## src/rtl/fir_coeff_loader.sv

```systemverilog
// Serialises a parallel-written shadow bank of FIR coefficients into the filter's
// bit-serial coefficient-load port, last coefficient first and MSB first.
module fir_coeff_loader #(
  parameter int DataWidth = 12,
  parameter int NCoeffs   = 4
) (
  input  logic                       clk,
  input  logic                       rst_n,
  input  logic                       wr_en,
  input  logic [$clog2(NCoeffs)-1:0] wr_addr,
  input  logic [DataWidth-1:0]       wr_data,
  input  logic                       load_req,
  input  logic                       fir_idle,
  output logic                       busy,
  output logic                       load_done,
  output logic                       coeff_load_out,
  output logic                       coeff_out
);

  localparam int AW     = $clog2(NCoeffs);
  localparam int BW     = $clog2(DataWidth);
  localparam int TotalW = DataWidth * NCoeffs;

  localparam logic [BW-1:0] BitMax  = BW'(DataWidth - 1);
  localparam logic [AW-1:0] WordMax = AW'(NCoeffs - 1);

  typedef enum logic [1:0] {
    ST_IDLE  = 2'd0,
    ST_WAIT  = 2'd1,
    ST_SHIFT = 2'd2,
    ST_DONE  = 2'd3
  } state_t;

  state_t               state_q;
  logic [DataWidth-1:0] bank_q [NCoeffs];
  logic [TotalW-1:0]    sreg_q;
  logic [TotalW-1:0]    snap_s;
  logic [BW-1:0]        bit_cnt_q;
  logic [AW-1:0]        word_cnt_q;
  logic                 busy_q;
  logic                 load_done_q;
  logic                 coeff_load_q;
  logic                 coeff_q;
  logic                 wr_ok_s;

  assign busy           = busy_q;
  assign load_done      = load_done_q;
  assign coeff_load_out = coeff_load_q;
  assign coeff_out      = coeff_q;

  assign wr_ok_s = wr_en && !busy_q && (32'(wr_addr) < 32'(NCoeffs));

  // Flatten the bank so that bank[NCoeffs-1] MSB sits at the top of the stream.
  always_comb begin
    snap_s = '0;
    for (int k = 0; k < NCoeffs; k++) begin
      snap_s[k*DataWidth +: DataWidth] = bank_q[k];
    end
  end

  // Shadow bank; writes only land while the loader is idle.
  always_ff @(posedge clk or negedge rst_n) begin
    if (!rst_n) begin
      for (int k = 0; k < NCoeffs; k++) begin
        bank_q[k] <= '0;
      end
    end else if (wr_ok_s) begin
      bank_q[wr_addr] <= wr_data;
    end
  end

  // Loader FSM with registered outputs; the first bit is presented on SHIFT entry.
  always_ff @(posedge clk or negedge rst_n) begin
    if (!rst_n) begin
      state_q      <= ST_IDLE;
      sreg_q       <= '0;
      bit_cnt_q    <= '0;
      word_cnt_q   <= '0;
      busy_q       <= 1'b0;
      load_done_q  <= 1'b0;
      coeff_load_q <= 1'b0;
      coeff_q      <= 1'b0;
    end else begin
      case (state_q)
        ST_IDLE: begin
          load_done_q <= 1'b0;
          bit_cnt_q   <= '0;
          word_cnt_q  <= '0;
          if (load_req) begin
            busy_q <= 1'b1;
            if (fir_idle) begin
              state_q      <= ST_SHIFT;
              coeff_load_q <= 1'b1;
              coeff_q      <= snap_s[TotalW-1];
              sreg_q       <= {snap_s[TotalW-2:0], 1'b0};
            end else begin
              state_q      <= ST_WAIT;
              coeff_load_q <= 1'b0;
              coeff_q      <= 1'b0;
              sreg_q       <= snap_s;
            end
          end else begin
            busy_q       <= 1'b0;
            coeff_load_q <= 1'b0;
            coeff_q      <= 1'b0;
          end
        end

        ST_WAIT: begin
          busy_q <= 1'b1;
          if (fir_idle) begin
            state_q      <= ST_SHIFT;
            coeff_load_q <= 1'b1;
            coeff_q      <= sreg_q[TotalW-1];
            sreg_q       <= {sreg_q[TotalW-2:0], 1'b0};
          end else begin
            coeff_load_q <= 1'b0;
            coeff_q      <= 1'b0;
          end
        end

        ST_SHIFT: begin
          busy_q <= 1'b1;
          if ((bit_cnt_q == BitMax) && (word_cnt_q == WordMax)) begin
            state_q      <= ST_DONE;
            coeff_load_q <= 1'b0;
            coeff_q      <= 1'b0;
            load_done_q  <= 1'b1;
            bit_cnt_q    <= '0;
            word_cnt_q   <= '0;
          end else begin
            if (bit_cnt_q == BitMax) begin
              bit_cnt_q  <= '0;
              word_cnt_q <= word_cnt_q + AW'(1);
            end else begin
              bit_cnt_q  <= bit_cnt_q + BW'(1);
            end
            coeff_load_q <= 1'b1;
            coeff_q      <= sreg_q[TotalW-1];
            sreg_q       <= {sreg_q[TotalW-2:0], 1'b0};
          end
        end

        ST_DONE: begin
          state_q      <= ST_IDLE;
          busy_q       <= 1'b0;
          load_done_q  <= 1'b0;
          coeff_load_q <= 1'b0;
          coeff_q      <= 1'b0;
        end

        default: begin
          state_q      <= ST_IDLE;
          busy_q       <= 1'b0;
          load_done_q  <= 1'b0;
          coeff_load_q <= 1'b0;
          coeff_q      <= 1'b0;
          bit_cnt_q    <= '0;
          word_cnt_q   <= '0;
        end
      endcase
    end
  end

endmodule

```

## config.mk

```make
export PLATFORM = sky130hd
export DESIGN_NAME = fir_coeff_loader
export DESIGN_NICKNAME = d
export VERILOG_FILES = /design/src/rtl/fir_coeff_loader.sv
export SDC_FILE = /design/constraint.sdc
export NUM_CORES = 1
export LEC_CHECK = 0
export BUFFER_PORTS_ARGS = -buffer_cell sky130_fd_sc_hd__clkbuf_2
export CAP_MARGIN = 40
export CORE_MARGIN = 2
export CORE_UTILIZATION = 65
export CTS_CLUSTER_DIAMETER = 120
export DETAILED_ROUTE_END_ITERATION = 12
export PLACE_DENSITY = 0.83
export SLEW_MARGIN = 20
export SYNTH_ARGS = -nofsm -noshare
export SYNTH_HDL_FRONTEND = slang
export SYNTH_SLANG_ARGS = --single-unit
```

## constraint.sdc

```tcl
create_clock -name clk -period 4.89 [get_ports clk]
set_input_delay 0.2445 -clock clk [delete_from_list [all_inputs] [get_ports clk]]
set_output_delay 0.2445 -clock clk [all_outputs]
set_load 0.02 [all_outputs]
```

==> run metrics <==
DR DRC count=0; fin worst setup slack=2150 ps; initial drt markers=133; area of the multi-input gates=2480 um^2; Leak=2.668 nW; first-pass GRT wire length=17130 um; CTS tree=built; Final Skew=7.528 ps; P_sw=1.458 mW; Skew-Pair Late Insertion Delay=360 ps; Yosys top cell by area=dfrtp_1; grt ovf=0; area delta synth->final=8.453%; die width=94.42 um; full die area=8914 um^2; most frequent cells in the layout=dfrtp_1 (108), mux2_2 (78), nand2_1 (57); detailed-route wire length=10200 um; worst slack, placed=2156 ps; WP data arrival=2980 ps; max cap viols=0; VDD IR max=0.3520 mV; GRT Util Overall=25.41%; row cnt=32; Slew HR=44.34%; xor and xnor area share after synthesis=0.1648%; via/cell ratio=6.047; clock power share=13.6%; Final Setup Violations=0; sequential fraction of the synthesis area=50.86%; Netlist cell types=36; top cell type's share of synthesized area=50.86%; post-layout util=73.81%; CP Class=flop to flop; final net count=477; largest family of logic cells by synthesized area=multiplexers; wire per inst=18.28 um; Max Clk Rate=364.9 MHz; Internal=2.619 mW; final count of hold timing violations=0; Comb pwr share=45.8%; Ports=23; commonest non-fill, non-tap cell in the layout=dfrtp_1; Gate Count Post-Synth=433; Root Driver=clkbuf_8; core box area=7807 um^2; Setup Fix Bufs, Post-CTS=0; RSZ-0062 raised after global routing=false; via count of the first global-routing pass=3380; initial core utilization=68.06%; Post-Synth Simple-Gate Area=6.216%; complex-gate fraction of the synthesized area=6.616%; layout cells sized above 1=33.33%; Async SR Flop Fraction=100.0%; pin slew with the least headroom to its limit=834.9 ps; crit-path max cell delay=690 ps; Pre-antenna DRT Iters=4; syn_area_per_cell=12.27 um^2; startpoint types=flop; count of warnings emitted by yosys=0; Mapped Area=5314 um^2; power per cell area=707.4 nW/um^2; Num Clock Sinks=108; worst path bufs/invs=2; number of antenna-violating nets in the routed design=0; Sw Ratio=35.76%; Adder-Cell Fraction of Synth Area=1.648%; Worst setup EP type=flop; clk slew on worst S/H paths=100 ps; worst hold-check path type=input pin to flop; die outline height=94.42 um; sequential share of power=40.5%; CTS Buf Count=9; Placed Cells=539; Crit path max-delay family=compound AO/OA/AOI/OAI gates; post-route total power=4.077 mW; Max clock buf depth=2; FILL cells=524; final setup TNS=0 ps; H-tree Lvls=3; fin crit period=2740 ps; gpl congestion=0.7982; crit path max-delay cell type=a311o_2; n_diodes=0; Slew Limit Fails=0; top post-synthesis cells by area=dfrtp_1 (51%), mux2_2 (17%), mux2i_1 (9.4%), mux2_4 (5.7%), o21ai_0 (4.7%); status=finished clean; fin crit share=56.04%; largest net degree at the start of global routing=51; mux share of post-synthesis cell area=31.60%; FF+latch count, synth=108; Post-Layout Cell Count=558; HPWL Detailed=6990 um; Vias=3374; initial antenna violation count=0; Worst Path Required=5130 ps; critical path, cell by cell=inv_1 -> ha_1 -> a311o_2 -> buf_4 -> mux2_2; register area=2703 um^2; syn nets=459; EDFF count, synth=0; Synth Flop Type=dfrtp_1; CP max FO=27; port bufs=22
==> cells by family after synthesis <==
family | after synthesis
and+or+nand+nor | 73
xor gates and xnor gates | 1
adders and majority gates | 7
muxes | 148
buffers and inverters | 32
DFF | 108
AOI/OAI and AO/OA | 64
==> metal layers <==
layer	routed length (um)	track usage, %	vias up
met1	4497	35.05	1723
met3	478	5.028	19
met2	5007	40.42	67
met5	0	0	-
met4	216	9.420	0
li1	-	-	1565
==> power by group through the flow <==
stage	logic, mW	clock network, mW	registers [mW]
2_1_floorplan	1.56	0	1.56
3_3_place_gp	1.75	0	1.64
3_5_place_dp	1.88	0	1.66
4_1_cts	1.88	0.567	1.65
5_1_grt	2.08	0.600	1.70
6_report	1.87	0.556	1.65
==> worst register-to-register path, cell delays in order, from the launching register on <==
cell and delay, ps:
dfrtp_1 420, inv_1 140, ha_1 470, a311o_2 690
buf_4 510, mux2_2 400
==> worst paths after layout <==
kind / from / endpoint / slack, ps / cells after the start
worst max-delay path: state_q[0] / sreg_q[26] / 2150 / 5
worst min-delay path: wr_data[4] / bank_q[4] / 160 / 2
worst max register to register: state_q[0] / sreg_q[26] / 2150 / 5
worst min register to register: sreg_q[30] / sreg_q[30] / 510 / 1
max in group asynchronous: rst_n / sreg_q[15] / 3750 / 3
min in group asynchronous: rst_n / bit_cnt_q[2] / 370 / 2
==> per-stage QoR <==
step,hold slack [ps],area [um^2]
6_report,157.1,5763
2_1_floorplan,-51.09,5314
3_5_place_dp,225.4,5534
3_3_place_gp,461.4,5494
4_1_cts,144.9,5747
5_1_grt,161.0,5763
==> area by class of cell <==
class | count | area share (%)
well taps | 102 | 2.214
flip-flops and latches | 108 | 46.90
repair buffers | 34 | 4.016
clock buffers | 13 | 2.757
multi-input cells | 293 | 43.03
inverters | 5 | 0.3257
clock inverters | 3 | 0.7599
==> cells in the mapped netlist, types with 3 or more instances <==
cell type  number
mux2_4         20
buf_2           9
a21oi_1         4
inv_1           4
mux2_2         78
nand2_1        57
o21ai_0        50
mux2i_1        50
ha_1            7
buf_1           3
buf_6           3
clkbuf_1       12
dfrtp_1       108
==> state kept, by name, indices dropped and copies added (netlist names) <==
name,count
sreg_q,48
word_cnt_q,2
load_done,1
coeff_out,1
bank_q,48
state_q,2
busy,1
bit_cnt_q,4
coeff_load_out,1
==> timing repair <==
item,in CTS,in global routing
endpoints found under the setup margin,0,0
hold buffers,1,0
gates resized for setup,0,0
hold endpoints to repair,34,0
No activity file was read; power rests on OpenSTA's default activity.
